==> config.mk <==
export PLATFORM = sky130hd
export DESIGN_NAME = mult_control
export DESIGN_NICKNAME = d
export VERILOG_FILES = /design/src/rtl/mult_control.sv
export SDC_FILE = /design/constraint.sdc
export NUM_CORES = 1
export LEC_CHECK = 0
export CAP_MARGIN = 15
export CORE_AREA = 2 2 39 41
export CTS_CLUSTER_DIAMETER = 50
export DETAILED_ROUTE_END_ITERATION = 8
export DIE_AREA = 0 0 41 43
export DONT_BUFFER_PORTS = 1
export PLACE_DENSITY = 0.48
export SKIP_CTS_REPAIR_TIMING = 1
export SLEW_MARGIN = 20
export SYNTH_ARGS = -nofsm -noshare
export SYNTH_HDL_FRONTEND = slang
export SYNTH_SLANG_ARGS = --single-unit
==> constraint.sdc <==
create_clock -name Clk -period 1.28 [get_ports Clk]
set_input_delay 0.256 -clock Clk [delete_from_list [all_inputs] [get_ports Clk]]
set_output_delay 0.256 -clock Clk [all_outputs]
set_load 0.01 [all_outputs]
==> src/rtl/mult_control.sv <==
// -----------------------------------------------------------------------------
// mult_control
//
// Sequencer for a shift-and-add signed multiplier built from an X:A:B register
// chain. For each of the N_BITS multiplier bits it runs one ADD step (add the
// multiplicand into X:A when the current multiplier LSB is 1) and one SHIFT
// step (arithmetic right shift of X:A:B). The final ADD subtracts instead of
// adding, because the top multiplier bit carries negative weight in two's
// complement.
//
// Start/finish handshake (level based, no valid/ready pair):
//   The requester raises Run and holds it. The controller clears A/X, runs
//   the iterations with Busy high, then raises Done and holds the result.
//   Done stays high for as long as Run stays high; a held Run never starts a
//   second multiply. Dropping Run while Done is high returns to IDLE, after
//   which a new rising Run starts the next multiply.
//
// Ports:
//   Clk          in   clock, all state changes on its rising edge
//   Reset        in   synchronous, active high; forces IDLE, cnt=0 and holds
//                     every output at 0 while asserted
//   Run          in   start request (already synchronized and debounced)
//   ClearA_LoadB in   operator request: clear A/X and load B (IDLE only)
//   M            in   current multiplier LSB (B register Shift_Out)
//   Clr_XA       out  clear A and the sign-extension bit X
//   Ld_B         out  load B from the switches
//   Ld_XA        out  load X:A from the adder result
//   Shift_En     out  arithmetic right shift of X:A:B by one position
//   Fn           out  adder function, 0 = add, 1 = subtract
//   Busy         out  multiply in progress (START, ADD, SHIFT)
//   Done         out  result held (HOLD)
//   dbg_state    out  current FSM state, for observation only
// -----------------------------------------------------------------------------
module mult_control #(
  parameter int N_BITS = 8
) (
  input  logic       Clk,
  input  logic       Reset,
  input  logic       Run,
  input  logic       ClearA_LoadB,
  input  logic       M,
  output logic       Clr_XA,
  output logic       Ld_B,
  output logic       Ld_XA,
  output logic       Shift_En,
  output logic       Fn,
  output logic       Busy,
  output logic       Done,
  output logic [2:0] dbg_state
);

  // A one-bit multiply still needs a one-bit counter so the vector is legal.
  localparam int CNT_W = (N_BITS > 1) ? $clog2(N_BITS) : 1;
  localparam logic [CNT_W-1:0] LAST_ITER = CNT_W'(N_BITS - 1);

  typedef enum logic [2:0] {
    IDLE  = 3'd0,
    START = 3'd1,
    ADD   = 3'd2,
    SHIFT = 3'd3,
    HOLD  = 3'd4
  } state_t;

  state_t           state;
  state_t           state_next;
  logic [CNT_W-1:0] cnt;
  logic [CNT_W-1:0] cnt_next;
  logic             last_iter;

  assign last_iter = (cnt == LAST_ITER);
  assign dbg_state = state;

  // State and iteration counter register.
  always_ff @(posedge Clk) begin
    if (Reset) begin
      state <= IDLE;
      cnt   <= '0;
    end else begin
      state <= state_next;
      cnt   <= cnt_next;
    end
  end

  // Next state and command outputs. Every output defaults to 0 so that a
  // state only names the commands it actually issues; Shift_En therefore
  // appears only in SHIFT and can never overlap a load or clear.
  always_comb begin
    state_next = state;
    cnt_next   = cnt;
    Clr_XA     = 1'b0;
    Ld_B       = 1'b0;
    Ld_XA      = 1'b0;
    Shift_En   = 1'b0;
    Fn         = 1'b0;
    Busy       = 1'b0;
    Done       = 1'b0;

    unique case (state)
      IDLE: begin
        // Run wins over an operator load request in the same cycle.
        if (Run) begin
          state_next = START;
        end else if (ClearA_LoadB) begin
          Ld_B   = 1'b1;
          Clr_XA = 1'b1;
        end
      end

      START: begin
        // Reloading cnt here is what keeps it from ever wrapping.
        Busy       = 1'b1;
        Clr_XA     = 1'b1;
        cnt_next   = '0;
        state_next = ADD;
      end

      ADD: begin
        // M is only meaningful here; it is the multiplier bit of this step.
        Busy       = 1'b1;
        Ld_XA      = M;
        Fn         = last_iter;
        state_next = SHIFT;
      end

      SHIFT: begin
        Busy     = 1'b1;
        Shift_En = 1'b1;
        if (last_iter) begin
          state_next = HOLD;
        end else begin
          cnt_next   = cnt + CNT_W'(1);
          state_next = ADD;
        end
      end

      HOLD: begin
        // A still-high Run keeps the result; no re-trigger until Run drops.
        Done = 1'b1;
        if (!Run) begin
          state_next = IDLE;
        end
      end

      default: begin
        state_next = IDLE;
      end
    endcase

    // Reset silences every command in the same cycle it is asserted, so a
    // mid-multiply reset cannot leak one more load or shift.
    if (Reset) begin
      Clr_XA   = 1'b0;
      Ld_B     = 1'b0;
      Ld_XA    = 1'b0;
      Shift_En = 1'b0;
      Fn       = 1'b0;
      Busy     = 1'b0;
      Done     = 1'b0;
    end
  end

endmodule
-- Yosys cells after proc, flatten, opt, wreduce, memory -nomap -nowiden
Cells that the tools add are included.
- bits in registers: 6
- input port bits: 5
- logic and storage cells: 38
- add/subtract/negate cells: 1
- eq/ne operators: 8
- mux-type cells: 22
- reductions and logical operators: 5
- operators by type and width (kind ; number):
    $mux 1 ; 15
    $pmux 3 s5 ; 1
    $mux 3 ; 4
    $eq 3x2->1 const B ; 2
    $eq 3x3->1 const B ; 2
    $ne 2x2->1 const B ; 3
    $pmux 3 s2 ; 1
    $reduce_and 2->1 ; 2
    $add 3x1->3 const B ; 1
    $eq 3x1->1 const B ; 1
    $logic_not 3->1 ; 1
    $reduce_or 3->1 ; 1
    $pmux 1 s2 ; 1
    $reduce_bool 2->1 ; 1

-- Logic depth before layout (Yosys ltp)
Gate-level depths: netlist of run 1.
- word-level depth: 4
- gate-level depth with buffers: 5
- depth with buffers taken out: 5

-- Worst setup path after synthesis of run 1
No wires, ideal clock.
- path kind: reg-to-reg
- start: register cnt[0]
- end: register cnt[0]
- setup time: 0.070 ns
- arrival time: 1.284 ns
- data required time: 1.210 ns
- slack: -0.075 ns
- stages on the path, launching flop included: 5
- buffers on the path: 0
- clock period less this slack: 1.355 ns
- path through: dfxtp_1 ha_1 ha_1 or4b_1 a21oi_1
- word-level cells in the longest chain between the ends: 3
- elaborated cells on any way between the ends: 6
- classes of those cells: add/sub: 1; eq/ne: 2; mux: 2; reduce/logical: 1
- ends and longest elaborated chain (what ; line ; text):
    from (decl) ; 66 ; logic [CNT_W-1:0] cnt;
    from (signal assigned) ; 80 ; cnt <= cnt_next;
    $add 3x1->3 or $eq 3x3->1 (tied branches) ; 131, 70 ;
    $mux 3 or $ne 2x2->1 (tied branches) ; - ;
    $pmux 3 s2 or $reduce_and 2->1 (tied branches) ; - ;
Parallel ways exist; a longest one is shown, timed or not. The select of a mux whose other input is x is not followed.
A chain may end at the register's enable or synchronous reset.

-- Worst setup path in the final report of run 1
- start: register cnt[1]
- end: output Fn
- word-level cells in the longest chain between the ends: 3
- ends and longest elaborated chain (what ; line ; text):
    $eq 3x3->1 ; 70 ; assign last_iter = (cnt == LAST_ITER);
    $mux 1 ; 98 ; unique case (state)
    $mux 1 ; 151 ; if (Reset) begin
    to (decl) ; 46 ; output logic Fn,
Every way passes these cells.

==> flow_metrics.env, run 1 <==
export IMPL_grt_pass1_wl_um=1210
export IMPL_dr_first_iter_drc_count=8
export IMPL_syn_avg_cell_area_um2=8.56
export IMPL_first_global_vias=296
export IMPL_synth_top_family_by_area="simple AND/OR/NAND/NOR gates"
export IMPL_wl_per_cell_um=13.8
export IMPL_cp_start_kind="flop"
export IMPL_place_ws_ns=-0.0423
export IMPL_synthFlopType="dfxtp_1"
export IMPL_syn_nets=45
export IMPL_max_cap_violations=0
export IMPL_status="finished, violations left"
export IMPL_cts_made_buffers=3
export IMPL_drc=0
export IMPL_holdWs_ns=0.0733
export IMPL_synth_mux_area_frac=0
export IMPL_final_antenna_net_count=0
export IMPL_synthArstFlopShare=0
export IMPL_clock_skew_ns=0.00337
export IMPL_final_max_slew_viol_count=0
export IMPL_setup_ws_ns=-0.183
export IMPL_synth_edf_count=0
export IMPL_crit_cells=4
export IMPL_synth_xor_area_share=0
export IMPL_grt_max_degree=11
export IMPL_portBuffers=0
export IMPL_die_height_um=43
export IMPL_layout_nets=59
export IMPL_synthCells=38
export IMPL_clk_latency_ns=0.25
export IMPL_dpl_hpwl_um=624
export IMPL_ir_drop_mv=0.491
export IMPL_yosys_warnings=0
export IMPL_violations="setup timing"
export IMPL_fin_crit_ns=1.46
export IMPL_cts_tree="yes"
export IMPL_root_buffer="clkbuf_4"
export IMPL_crit_chain="ha_4 -> ha_4 -> and2_4 -> and2_4"
export IMPL_synth_compound_area_frac=0.158
export IMPL_antenna_cells=0
export IMPL_path_clk_slew_ns=0.04
export IMPL_gr_total_overflow=0
export IMPL_drive_gt1_frac=0.660
export IMPL_dr_pass1_iters=4
export IMPL_clock_path_buffers=2
export IMPL_cp_max_fo=5
export IMPL_crit_path_top_delay_cell="dfxtp_2"
export IMPL_cellLeakagePower_nw=0.204
export IMPL_die_x_um=41
export IMPL_finalSetupTns_ns=-0.357
export IMPL_syn_area_um2=325
export IMPL_areaGrowthSynthToFinish_pct=72.7
export IMPL_final_common_cell="buf_4"
export IMPL_ios=15
export IMPL_rows=14
export IMPL_final_hold_violation_count=0
export IMPL_synth_simple_area_share=0.373
export IMPL_hold_class="input pin to flop"
export IMPL_antenna_found_initial=0
export IMPL_cp_arrival_ns=1.21
export IMPL_worst_slew_pin_slew_ns=0.256
export IMPL_timing_fmax_mhz=683
export IMPL_r2r_cells=4
export IMPL_setup_viol=6
export IMPL_design_core_area_um2=1380
export IMPL_yosysUniqueCellTypes=19
export IMPL_vias=341
export IMPL_initial_core_util=0.235
export IMPL_synth_yosys_seq_area_share=0.369
export IMPL_max_stage_delay_ns=0.33
export IMPL_rsz0062_at_grt="yes"
export IMPL_layout_common_cells="7 x buf_4, 3 x o21ai_0, 3 x a21oi_1, 3 x clkbuf_4, 3 x dfxtp_4"
export IMPL_cts_sinks=6
export IMPL_slew_headroom=0.829
export IMPL_path_class="flop to output port"
export IMPL_post_route_period_util=1.14
export IMPL_crit_family="flip-flops"
export IMPL_p_per_area_nw_per_um2=834
export IMPL_cp_required_ns=1.02
export IMPL_viasPerCell=5.17
export IMPL_htree_levels=1
export IMPL_die_area_um2=1760
export IMPL_drt_total_wl_um=909
export IMPL_critPathBufInv=0
export IMPL_critPathCaptureType="output port"
export IMPL_synth_adder_area_share=0.0769
export IMPL_gp_congestion=0.729
export IMPL_synth_seq_cells=6
export IMPL_min_path_cells=1
export IMPL_grt_usage=0.105
-- path summary, 6_finish.rpt --
check / slack (ns) / startpoint / end
worst max-delay path: -0.18 / cnt[1] / Fn
worst min-delay path: 0.07 / Reset / cnt[1]
worst max register to register: -0.04 / cnt[1] / cnt[0]
worst min register to register: 0.50 / cnt[1] / cnt[1]
-- worst reg2reg max path, stage by stage (launching register included) --
cell and delay [ns]:
dfxtp_2 0.33, ha_4 0.16, ha_4 0.15, or4b_1 0.46, a21oi_1 0.14
-- through the flow --
step           area [um^2]  std cells  total power, mW  utilization
2_1_floorplan          340         38            0.244            -
3_3_place_gp           417         61            0.264        0.301
3_5_place_dp           417         61            0.265        0.301
4_1_cts                439         64            0.440        0.317
5_1_grt                562         66            0.493        0.406
6_report               562         66            0.468        0.406
-- sequential cells by signal, summed over array words and instances (netlist names) --
register / flops
cnt: 3
dbg_state: 3
-- synth_stat cells (2+ instances only) --
library cell / instances / area, um^2
dfxtp_1: 6 / 120
and3_1: 2 / 12.5
o21ai_0: 3 / 15.0
nor3_1: 2 / 10.0
nor2_1: 4 / 15.0
nand4b_1: 2 / 17.5
and2_1: 2 / 12.5
nor2b_1: 2 / 12.5
ha_1: 2 / 25.0
a21oi_1: 4 / 20.0
-- logic make-up after synthesis --
kind of cell / Yosys count
adders and majority gates: 2
and+or+nand+nor: 19
buffers and inverters: 2
AOI/OAI and AO/OA: 9
DFF: 6
-- final cells by class --
| cell class | count | area [um^2] |
|---|---|---|
| fill | 138 | 822 |
| clock buffer | 3 | 22.5 |
| inverter | 1 | 3.75 |
| timing repair buffer | 10 | 80.1 |
| multi-input combinational | 30 | 302 |
| sequential | 6 | 134 |
| tap | 16 | 20.0 |
-- power by group --
part,switching [mW],leakage [nW],internal (mW)
logic,0.0392,0.139,0.0453
registers,0.0169,0.0519,0.192
clock network,0.0685,0.0138,0.106
total,0.125,0.204,0.344
-- metal layers --
metal	track usage	vias up	part of all wire
met1	0.113	163	0.38
met3	0.0157	2	0.043
met5	0	-	0
met4	0.100	0	0.021
li1	-	166	-
met2	0.159	10	0.55
Note: power is estimated with default switching activity, not from simulation.
==> run 2, diff against run 1 <==
--- a/config.mk
+++ b/config.mk
@@ -11,6 +11,7 @@
 export DETAILED_ROUTE_END_ITERATION = 8
 export DIE_AREA = 0 0 41 43
 export DONT_BUFFER_PORTS = 1
+export GPL_ROUTABILITY_DRIVEN = 0
 export PLACE_DENSITY = 0.48
 export SKIP_CTS_REPAIR_TIMING = 1
 export SLEW_MARGIN = 20
==> results of run 2 <==
The final DEF is identical to that of run 1; final timing and power are the same.
